### config.mk
export PLATFORM = sky130hd
export DESIGN_NAME = spike_aer_encoder
export DESIGN_NICKNAME = d
export VERILOG_FILES = /design/src/rtl/spike_aer_encoder.sv
export SDC_FILE = /design/constraint.sdc
export NUM_CORES = 1
export LEC_CHECK = 0
export CAP_MARGIN = 25
export CORE_MARGIN = 2
export CORE_UTILIZATION = 50
export DETAILED_ROUTE_END_ITERATION = 10
export GPL_ROUTABILITY_DRIVEN = 1
export PLACE_DENSITY = 0.72
export SYNTH_ARGS = -nofsm -noshare
export SYNTH_HDL_FRONTEND = slang
export SYNTH_SLANG_ARGS = --single-unit
export TNS_END_PERCENT = 100
### constraint.sdc
create_clock -name clk -period 3.6 [get_ports clk]
set_input_delay 0.72 -clock clk [delete_from_list [all_inputs] [get_ports clk]]
set_output_delay 0.72 -clock clk [all_outputs]
set_load 0.02 [all_outputs]
### src/rtl/spike_aer_encoder.sv
// spike_aer_encoder: serialises per-time-step spike vectors into {timestamp, address} AER events through a FWFT FIFO
module spike_aer_encoder #(
  parameter int N_NEURONS  = 8,
  parameter int FIFO_DEPTH = 8,
  parameter int TS_W       = 5,
  localparam int ADDR_W    = $clog2(N_NEURONS),
  localparam int PTR_W     = $clog2(FIFO_DEPTH),
  localparam int CNT_W     = $clog2(FIFO_DEPTH + 1),
  localparam int DATA_W    = TS_W + ADDR_W
) (
  input  logic                 clk,
  input  logic                 rst_n,
  input  logic [N_NEURONS-1:0] spike_in,
  input  logic                 spike_valid,
  input  logic                 aer_ready,
  output logic                 aer_valid,
  output logic [DATA_W-1:0]    aer_data,
  output logic [CNT_W-1:0]     fifo_count,
  output logic                 overflow,
  output logic [7:0]           drop_cnt
);
  logic [TS_W-1:0]      ts_ctr, pending_ts;
  logic [N_NEURONS-1:0] pending, pending_next;
  logic [ADDR_W-1:0]    low_idx;
  logic [ADDR_W:0]      spike_pop;
  logic [PTR_W-1:0]     wr_ptr, rd_ptr;
  logic [DATA_W-1:0]    mem [FIFO_DEPTH];
  logic [8:0]           drop_sum;
  logic                 pop, push, accept;

  assign aer_valid    = fifo_count != '0;
  assign aer_data     = aer_valid ? mem[rd_ptr] : '0;
  assign pop          = aer_valid && aer_ready;
  assign push         = (pending != '0) && ((fifo_count < CNT_W'(FIFO_DEPTH)) || pop);
  assign pending_next = push ? pending & ~(N_NEURONS'(1) << low_idx) : pending;
  assign accept       = spike_valid && (pending_next == '0);
  assign drop_sum     = {1'b0, drop_cnt} + 9'(spike_pop);

  // lowest set bit of pending is the next address to emit
  always_comb begin
    low_idx = '0;
    for (int i = N_NEURONS - 1; i >= 0; i--)
      if (pending[i]) low_idx = ADDR_W'(i);
  end

  // number of spikes lost when a whole vector is rejected
  always_comb begin
    spike_pop = '0;
    for (int i = 0; i < N_NEURONS; i++)
      spike_pop = spike_pop + (ADDR_W + 1)'(spike_in[i]);
  end

  // capture, drain, drop accounting and FIFO bookkeeping
  always_ff @(posedge clk or negedge rst_n) begin
    if (!rst_n) begin
      ts_ctr     <= '0;
      pending    <= '0;
      pending_ts <= '0;
      overflow   <= 1'b0;
      drop_cnt   <= '0;
      wr_ptr     <= '0;
      rd_ptr     <= '0;
      fifo_count <= '0;
    end else begin
      if (spike_valid) ts_ctr <= ts_ctr + 1'b1;
      pending <= accept ? spike_in : pending_next;
      if (accept) pending_ts <= ts_ctr;
      if (spike_valid && !accept) begin
        overflow <= 1'b1;
        drop_cnt <= drop_sum > 9'd255 ? 8'd255 : drop_sum[7:0];
      end
      if (push) wr_ptr <= wr_ptr + 1'b1;
      if (pop) rd_ptr <= rd_ptr + 1'b1;
      fifo_count <= fifo_count + CNT_W'(push) - CNT_W'(pop);
    end
  end

  // event storage; contents are masked while empty so no reset is needed
  always_ff @(posedge clk) begin
    if (push) mem[wr_ptr] <= {pending_ts, low_idx};
  end
endmodule

# Word level (Yosys, flattened, before mapping)
# Memory sizes are Yosys's and may differ from the RTL's.
# Index checks and enable logic that the tools add are counted.
# totals
mem_count	1
regBits	37
in_bits	12
mem_bits_rw	64
# memory_table
name	depth	word_bits	rd	rd_ports_with_merged_regs	write_ports	line_no	source
mem	8	8	1	0	1	27	logic [DATA_W-1:0] mem [FIFO_DEPTH];
# op_classes
n_mux	14
magnitude_cmp	2
reduce_logical	9
add_sub_neg	13
bitwise_logic	2
shift	1
# ops
op	n
$mux 8	4
$mux 3	8
$add 4x1->4	5
$add 8x4->9	1
$gt 9x8->1 const B	1
$and 8x8->8	1
$logic_not 8->1	1
$not 8->8	1
$reduce_bool 8->1	1
$shl 1x3->8 const A	1
$add 3x1->3 const B	2
$add 5x1->5 const B	1
$add 3x1->4	1
$logic_and 1x1->1	4
$lt 4x4->1 const B	1
$reduce_bool 4->1	1
$sub 4x1->4	1
$add 2x1->3	1
$add 1x1->2	1
$mux 1	2
$logic_not 1->1	1
$logic_or 1x1->1	1

# Logic depth before layout (Yosys ltp)
# Gate-level depths: netlist of the first run.
# logic_depth
ltp_word	16
depth_mapped	13

# Worst setup path after synthesis of the first run
# OpenSTA, ideal clock, no wires.
# synth_timing
kind	input -> register
start	in spike_in[0]
end	reg drop_cnt[6]
path_stages	12
arrival_ps	3983
required_time_ps	3475
path_slack_ps	-508
cell_sequence	fa_1 inv_1 fa_1 fa_1 fa_1 fa_1 nor2b_1 o21ai_0 nand2b_1 inv_1 nor4b_1 mux2_2
# synth_between
elab_chain_cells	10
# synth_rtl
item	line_no	source
from (decl)	13	input logic [N_NEURONS-1:0] spike_in,
$add 1x1->2 *	50	spike_pop = spike_pop + (ADDR_W + 1)'(spike_in[i]);
$add 2x1->3 *	50	
$add 3x1->4 *	50	
$add 4x1->4 * (4 in series)	50	
$add 8x4->9 *	37	assign drop_sum = {1'b0, drop_cnt} + 9'(spike_pop);
$gt 9x8->1	70	drop_cnt <= drop_sum > 9'd255 ? 8'd255 : drop_sum[7:0];
$mux 8 *	70	
to (signal assigned)	70	
to (decl)	20	output logic [7:0] drop_cnt
# Every way passes the cells marked *; elsewhere a longest branch is shown, timed or not.
# A chain may end at the register's enable or synchronous reset.

# Final worst setup path of the first run
# layout_timing
start	in spike_in[3]
end	reg drop_cnt[6]
# layout_between
elab_chain_cells	8
# layout_rtl
item	line_no
$add 3x1->4 *	50
$add 4x1->4 * (4 in series)	50
$add 8x4->9 *	37
$gt 9x8->1	70
$mux 8 *	70
# Marked as above.

==> results by group, run 1 <==
Outcome
  – Failing checks: setup timing
  – Result of the run: complete, but fails checks

Worst setup path
  – Kind of launch point of the worst setup path: primary input
  – Required time worst endpoint: between 3 and 4 ns
  – Worst setup EP type: flip-flop
  – Worst stage delay on the critical path: between 0.5 and 0.6 ns
  – Cell chain of the critical path: buf_6 -> fa_1 -> inv_1 -> fa_1 -> fa_1 -> fa_2 -> fa_2 -> nor2b_2 -> o21ai_1 -> nand2b_1 -> inv_2 -> nor4b_4 -> mux2_4
  – Critical path buffer and inverter count: 3
  – Critical path start-end classification: in -> reg
  – Cell with the biggest individual delay on the critical path: sky130_fd_sc_hd__fa_1
  – CP most frequent cell: sky130_fd_sc_hd__fa_1
  – WP data arrival: 4.07 ns
  – Maximum fanout count along the critical path: 2
  – Top delay family on crit path: adder cells

Logic synthesis
  – Synth warn: 0
  – Primary flip-flop cell chosen by synthesis mapping: sky130_fd_sc_hd__edfxtp_1
  – Net count after synthesis: ~350
  – Flip-flop and latch count after synthesis: between 100 and 150
  – Post-synth ARST share: 36.6%
  – Library cells used by synthesis: 52
  – Avg Synthesized Cell Area: between 10 and 15 µm²
  – Synthesized instance count: around 310
  – Fraction of the yosys area taken by sequential cells: between 60% and 70%
  – Synthesized cell area: about 4700 µm²
  – Number of enable-type register cells in the synthesized netlist: between 60 and 70

Floorplanning
  – Placement row count: 35
  – Core Footprint: between 9000 and 10,000 µm²
  – Effective utilization at floorplan: 51.1%
  – Top-level I/O count: 34
  – Die boundary height: between 100 and 150 µm
  – Total die area: 10,100 µm²
  – Die X-Extent: approximately 100 µm

Clocking
  – CTS Buffer Depth: 2
  – Clk_lat worst skew: 0.36 ns
  – Number of buffers created by CTS: 9
  – H-tree levels: 3
  – Clock Pin Slew Worst Setup and Hold Paths: 0.10 ns
  – Hold buffers post-CTS: 0
  – Clock tree from TritonCTS: yes
  – Library cell used as clock root buffer: sky130_fd_sc_hd__clkbuf_8
  – Number of sinks driven by the clock tree: approximately 100

STA
  – Final count of hold timing violations: 0
  – PnR worst setup slack: -0.217 ns
  – Minimum clock period: about 3.8 ns
  – Maximum achievable frequency: between 0.2 and 0.3 GHz
  – Worst Skew: between 0.015 and 0.02 ns
  – Actual transition at the worst max-transition pin: between 0.8 and 0.9 ns
  – Setup violations, final: 8
  – Final-report max-slew violation count: 0
  – Worst slew slack as a fraction of its limit: about 45%
  – Period utilisation layout: 106%
  – Setup repair after global routing missed its margin: yes

GRT
  – Largest net degree at the start of global routing: 38
  – Vias in the first global route: 2,730
  – Grt total ovfl: 0
  – Global-route wire length before repair: ~14,000 µm
  – Total global-route track usage: 18.2%
  – Antenna violations before repair: 0

Detailed routing
  – Number of nets still failing antenna checks after routing: 0
  – Average via count per standard cell: around 5.6
  – Routed vias: approximately 2.7k
  – Detailed-router iteration count before antenna repair: 4
  – Routed length per placed instance: 17.2 µm
  – Number of DRC markers in iteration 0: 128
  – Sum of routed wire length over all layers: roughly 8300 µm
  – Remaining routing DRC violations: 0

Power and ir drop
  – Worst-case vdd ir drop: between 0.0006 and 0.0007 V
  – Total power: 5.89 mW
  – Leakage power: approximately 2.2 nW
  – Power density over the cells: between 1000 and 1500 nW/µm²

Finish
  – Synthesis-to-finish area growth: 17.5%
  – Most common cell after layout, fill and taps aside: sky130_fd_sc_hd__edfxtp_1
  – Fraction of final layout cells with drive strength greater than 1: ~25%
  – Most used cells in the layout excluding fill and tap cells: 64 x sky130_fd_sc_hd__edfxtp_1, 37 x sky130_fd_sc_hd__dfrtp_1, 29 x sky130_fd_sc_hd__clkdlybuf4s50_1
  – N_diodes: 0
  – Number of nets in the final layout: 400

Placed design
  – Count of input and output buffers: 33
  – Setup Slack @ Placement: -1.02 ns
  – RePlAce Congestion: about 0.81
  – Placed wire-length estimate: roughly 5800 µm

Hold path
  – Type of the most critical hold path: in -> async

Run
  – Max-Cap Viols: 0
-- repair_timing --
| item | 4_1_cts | 5_1_grt |
|---|---|---|
| endpoints found under the setup margin | 8 | 11 |
| gates resized for setup | 25 | 4 |
| pin swaps | 10 | 6 |
| buffers inserted | 4 | 0 |
-- cell usage after synthesis, drive strengths merged, types with 4 or more instances --
master,n,area (µm²)
o21ai,5,25.0
dfrtp,37,926
ha,14,175
inv,23,86.3
mux4,16,360
mux2i,8,80.1
a22o,9,78.8
nor3,6,41.3
nand2,25,93.8
xnor2,9,78.8
nor2,15,56.3
edfxtp,64,1920
fa,6,120
buf,6,43.8
clkbuf,4,15.0
mux2,13,154
nand2b,6,40.0
nor2b,5,31.3
a21oi,5,28.8
-- metal layers --
layer	track usage [%]	wire length [µm]	share of wire [%]	vias up
li1	-	-	-	1271
met1	25.0	3780	45	1352
met2	29.6	4210	51	65
met3	3.05	319	3.8	3
met4	6.64	27	0.32	0
met5	0	0	0	-
-- final timing paths --
| path | endpoint | slack [ns] | cells after the start | startpoint |
|---|---|---|---|---|
| max in group asynchronous | wr_ptr[2] | 2.61 | 1 | rst_n |
| setup / recovery | drop_cnt[6] | -0.22 | 13 | spike_in[3] |
| hold reg to reg | overflow | 0.48 | 1 | overflow |
| setup reg to reg | drop_cnt[6] | 0.31 | 11 | drop_cnt[0] |
| hold / removal | fifo_count[3] | 0.45 | 1 | rst_n |
| min in group clk | overflow | 0.48 | 1 | overflow |
-- worst register-to-register path: cells and delay by family (launching register included) --
kind                     cells  cell delay [ns]
AO/OA/AOI/OAI                1             0.07
adder cells (fa/ha/maj)      4             1.75
buffers and inverters        2             0.14
AND/OR/NAND/NOR              3             0.50
multiplexers                 1             0.32
flip-flops                   1             0.41
-- report_power, final --
| part | total [mW] | switching (mW) | internal [mW] | leakage (nW) |
|---|---|---|---|---|
| logic | 2.92 | 1.41 | 1.51 | 1.02 |
| registers | 2.28 | 0.418 | 1.86 | 1.03 |
| clock network | 0.693 | 0.419 | 0.273 | 0.0999 |
-- flip-flops by register name, indices dropped and copies added (netlist names) --
| name | cells |
|---|---|
| mem | 64 |
| drop_cnt | 8 |
| pending | 8 |
| pending_ts | 5 |
| ts_ctr | 5 |
| fifo_count | 4 |
| rd_ptr | 3 |
| wr_ptr | 3 |
| overflow | 1 |
-- area by class of cell --
| type | instances | area [µm²] |
|---|---|---|
| clock buffer | 9 | 124 |
| clock inverter | 7 | 71.3 |
| fill | 705 | 3650 |
| inverter | 23 | 86.3 |
| multi-input combinational | 179 | 1750 |
| sequential | 101 | 2850 |
| tap | 111 | 139 |
| timing repair buffer | 54 | 478 |
-- stage by stage --
step | TNS (ns) | std cells | hold WS (ns) | cell area (µm²) | utilization (%)
6_report | -0.804 | 484 | 0.450 | 5500 | 60.1
5_1_grt | -1.51 | 484 | 0.492 | 5500 | 60.1
4_1_cts | -0.677 | 484 | 0.475 | 5480 | 59.9
3_5_place_dp | -6.58 | 465 | 0.466 | 5230 | 57.1
3_3_place_gp | -5.75 | 465 | 0.454 | 5230 | 57.1
2_1_floorplan | -0.872 | 313 | 0.424 | 4690 | -
-- logic make-up (layout without fill, tap and decap cells) --
| family | count (synthesis) | after routing | synth area share, % |
|---|---|---|---|
| muxes | 37 | 37 | 12.7 |
| AOI/OAI and AO/OA | 30 | 30 | 5.11 |
| adders and majority gates | 20 | 20 | 6.31 |
| xor gates and xnor gates | 11 | 11 | 2.06 |
| buffers and inverters | 33 | 93 | 3.10 |
| and+or+nand+nor | 81 | 81 | 9.84 |
| DFF | 101 | 101 | 60.9 |
Note: power is estimated with default switching activity, not from simulation.
==> inputs of run 2 (changes only) <==
--- a/config.mk
+++ b/config.mk
@@ -11,6 +11,7 @@
 export DETAILED_ROUTE_END_ITERATION = 10
 export GPL_ROUTABILITY_DRIVEN = 1
 export PLACE_DENSITY = 0.72
+export REMOVE_ABC_BUFFERS = 1
 export SYNTH_ARGS = -nofsm -noshare
 export SYNTH_HDL_FRONTEND = slang
 export SYNTH_SLANG_ARGS = --single-unit
==> run 2 against run 1 <==
The flow still finishes with violations (setup timing). Sequential cell count stayed put. Final cell count is 1.2% higher. Routed wire length is 3.1% higher. First-iteration DRC count is 43% higher. Global-route usage is 0.36 points higher. Worst hold slack better by 0.0061 ns. Power hardly changed. Sequential power hardly changed. Maximum frequency is 0.45% higher. Die area stayed put. Largest cell class unchanged.
==> results by group, run 2 (same netlist as run 1, synthesis figures left out) <==
Floorplanning
  – Effective utilization at floorplan: 51.1%
  – Core Footprint: 9150 µm²
  – Die X-Extent: between 100 and 150 µm
  – Top-level I/O count: 34
  – Total die area: ~10,000 µm²
  – Die boundary height: a little over 100 µm
  – Placement row count: 35

STA
  – Final-report max-slew violation count: 0
  – Final count of hold timing violations: 0
  – Setup violations, final: 2
  – Worst slew slack as a fraction of its limit: a little over two fifths
  – Maximum achievable frequency: approximately 0.26 GHz
  – Setup repair after global routing missed its margin: yes
  – Minimum clock period: 3.80 ns
  – Worst Skew: approximately 0.010 ns
  – Actual transition at the worst max-transition pin: 0.851 ns
  – PnR worst setup slack: -0.200 ns
  – Final worst hold slack: about 0.46 ns
  – Total negative slack: -0.369 ns
  – Period utilisation layout: 106%

Power and ir drop
  – Total power: about 5.9 mW
  – Power density over the cells: 1060 nW/µm²
  – Switching power summed over all nets: about 2.2 mW
  – Internal: 3.65 mW
  – Fraction of power consumed by sequential logic: between 30% and 40%
  – Relative contribution of combinational cells to total power: about half
  – Leakage power: approximately 2.2 nW
  – Switching part of the total: between 30% and 40%
  – Clock power share: a little under an eighth
  – Worst-case vdd ir drop: between 0.0005 and 0.0006 V

Finish
  – Reg with most FFs: mem
  – Most common cell after layout, fill and taps aside: sky130_fd_sc_hd__edfxtp_1
  – Layout fillers: around 680
  – Count of non-filler cells in the finished layout: 490
  – Fraction of final layout cells with drive strength greater than 1: 25.6%
  – Top Registers: mem: 64 flops, drop_cnt: 8 flops, pending: 8 flops
  – Most used cells in the layout excluding fill and tap cells: 64 x sky130_fd_sc_hd__edfxtp_1, 37 x sky130_fd_sc_hd__dfrtp_1, 29 x sky130_fd_sc_hd__clkdlybuf4s50_1
  – Synthesis-to-finish area growth: 18.4%
  – Number of flip-flops in the largest register: 64
  – Summed area of non-filler cells in the final layout: ~5500 µm²
  – N_diodes: 0
  – Fraction of the core area covered by cells at the end of the flow: 60.5%
  – Number of nets in the final layout: roughly 410

Placed design
  – Setup Slack @ Placement: -1.25 ns
  – RePlAce Congestion: just under 0.8
  – Count of input and output buffers: 33
  – Placed wire-length estimate: about 5800 µm
  – Placement Cell Area: 5260 µm²
  – Placed cell count: 470

GRT
  – Grt total ovfl: 0
  – Global-route wire length before repair: roughly 14,000 µm
  – Largest net degree at the start of global routing: 38
  – Total global-route track usage: 18.6%
  – Antenna violations before repair: 0
  – Vias in the first global route: roughly 2.8k

Outcome
  – Failing checks: setup timing
  – Result of the run: complete, but fails checks

Worst setup path
  – Worst stage delay on the critical path: 0.54 ns
  – Cell depth of the worst flop-to-flop path: 11
  – Kind of launch point of the worst setup path: primary input
  – Launching element of the worst setup path: spike_in[1]
  – Worst reg2reg setup slack: about 0.37 ns
  – Cell with the biggest individual delay on the critical path: sky130_fd_sc_hd__fa_1
  – Worst setup EP type: flip-flop
  – Termination of the worst setup path: drop_cnt[6]
  – Cell chain of the critical path: buf_6 -> fa_1 -> inv_2 -> fa_1 -> fa_1 -> fa_2 -> fa_2 -> nor2b_4 -> o21ai_1 -> nand2b_1 -> inv_2 -> nor4b_4 -> mux2_4
  – CP most frequent cell: sky130_fd_sc_hd__fa_1
  – Critical path start-end classification: in -> reg
  – Required time worst endpoint: just under 4 ns
  – Launch instance of the worst register-to-register path: drop_cnt[0]
  – Maximum fanout count along the critical path: 2
  – FF-to-FF End: drop_cnt[6]
  – WP data arrival: between 4 and 5 ns

Clocking
  – H-tree levels: 3
  – CTS Buffer Depth: 2
  – Clock tree from TritonCTS: yes
  – Library cell used as clock root buffer: sky130_fd_sc_hd__clkbuf_8
  – Number of buffers created by CTS: 9
  – Clock Pin Slew Worst Setup and Hold Paths: ~0.1 ns
  – Clk_lat worst skew: around 0.36 ns
  – Number of sinks driven by the clock tree: ~100

Detailed routing
  – Routed vias: between 2k and 3k
  – Number of DRC markers in iteration 0: roughly 180
  – Detailed-router iteration count before antenna repair: 4
  – Average via count per standard cell: 5.52
  – Remaining routing DRC violations: 0
  – Routed length per placed instance: 17.5 µm
  – Sum of routed wire length over all layers: roughly 8600 µm
  – Number of nets still failing antenna checks after routing: 0

Hold path
  – Type of the most critical hold path: in -> async

Run
  – Max-Cap Viols: 0
## run 2: changes by cell type in the layout (fill, tap and decap cells not counted), moves of 2 or more
cell	previous run	this run
sky130_fd_sc_hd__buf_4	20	25
sky130_fd_sc_hd__buf_6	2	4
sky130_fd_sc_hd__mux2_2	7	9
sky130_fd_sc_hd__mux2_4	6	4
sky130_fd_sc_hd__nand2_1	22	24
sky130_fd_sc_hd__nand2_2	3	1
## run 2: final cells by class
type                            instances  area (µm²)  area share, %
Clock buffer                            9         124           2.24
Tap cell                              111         139           2.51
Sequential cell                       101        2850           51.4
Timing Repair Buffer                   60         533           9.62
Inverter                               23        86.3           1.56
Clock inverter                          7        66.3           1.20
Multi-Input combinational cell        179        1740           31.5
## run 2: how the worst min path moves through the flow
stage,end,slack [ns]
final,pending_ts[1],0.46
after global routing,overflow,0.50
after CTS,pending_ts[0],0.48
after detailed placement,overflow,0.46
after global placement,overflow,0.45
after floorplan,drop_cnt[0],0.42
## run 2: routing by layer
metal / GRT usage (%) / up-vias / wire, µm
met5: 0 / - / 0
met2: 30.7 / 60 / 4300
met1: 24.9 / 1361 / 3910
li1: - / 1274 / -
met4: 5.90 / 0 / 92
met3: 3.81 / 9 / 290
## run 2: what timing repair did
| action | in CTS | in global routing |
|---|---|---|
| endpoints found under the setup margin | 8 | 11 |
| pin swaps | 7 | 7 |
| gates resized for setup | 28 | 5 |
| setup buffers | 3 | 1 |
| hold buffers | 0 | 0 |
## run 2: power by group through the flow
stage	clock network [mW]	logic, mW	registers (mW)
3_3_place_gp	0	2.74	2.25
5_1_grt	0.750	3.25	2.33
6_report	0.681	2.95	2.27
4_1_cts	0.704	2.94	2.26
2_1_floorplan	0	1.75	2.30
3_5_place_dp	0	2.81	2.28
## run 2: worst max-delay path, delay by kind of cell
family,cells,cell delay (ns)
buf+inv,3,0.20
compound gates,1,0.06
fa+ha+maj,5,2.21
mux,1,0.32
simple gates,3,0.53
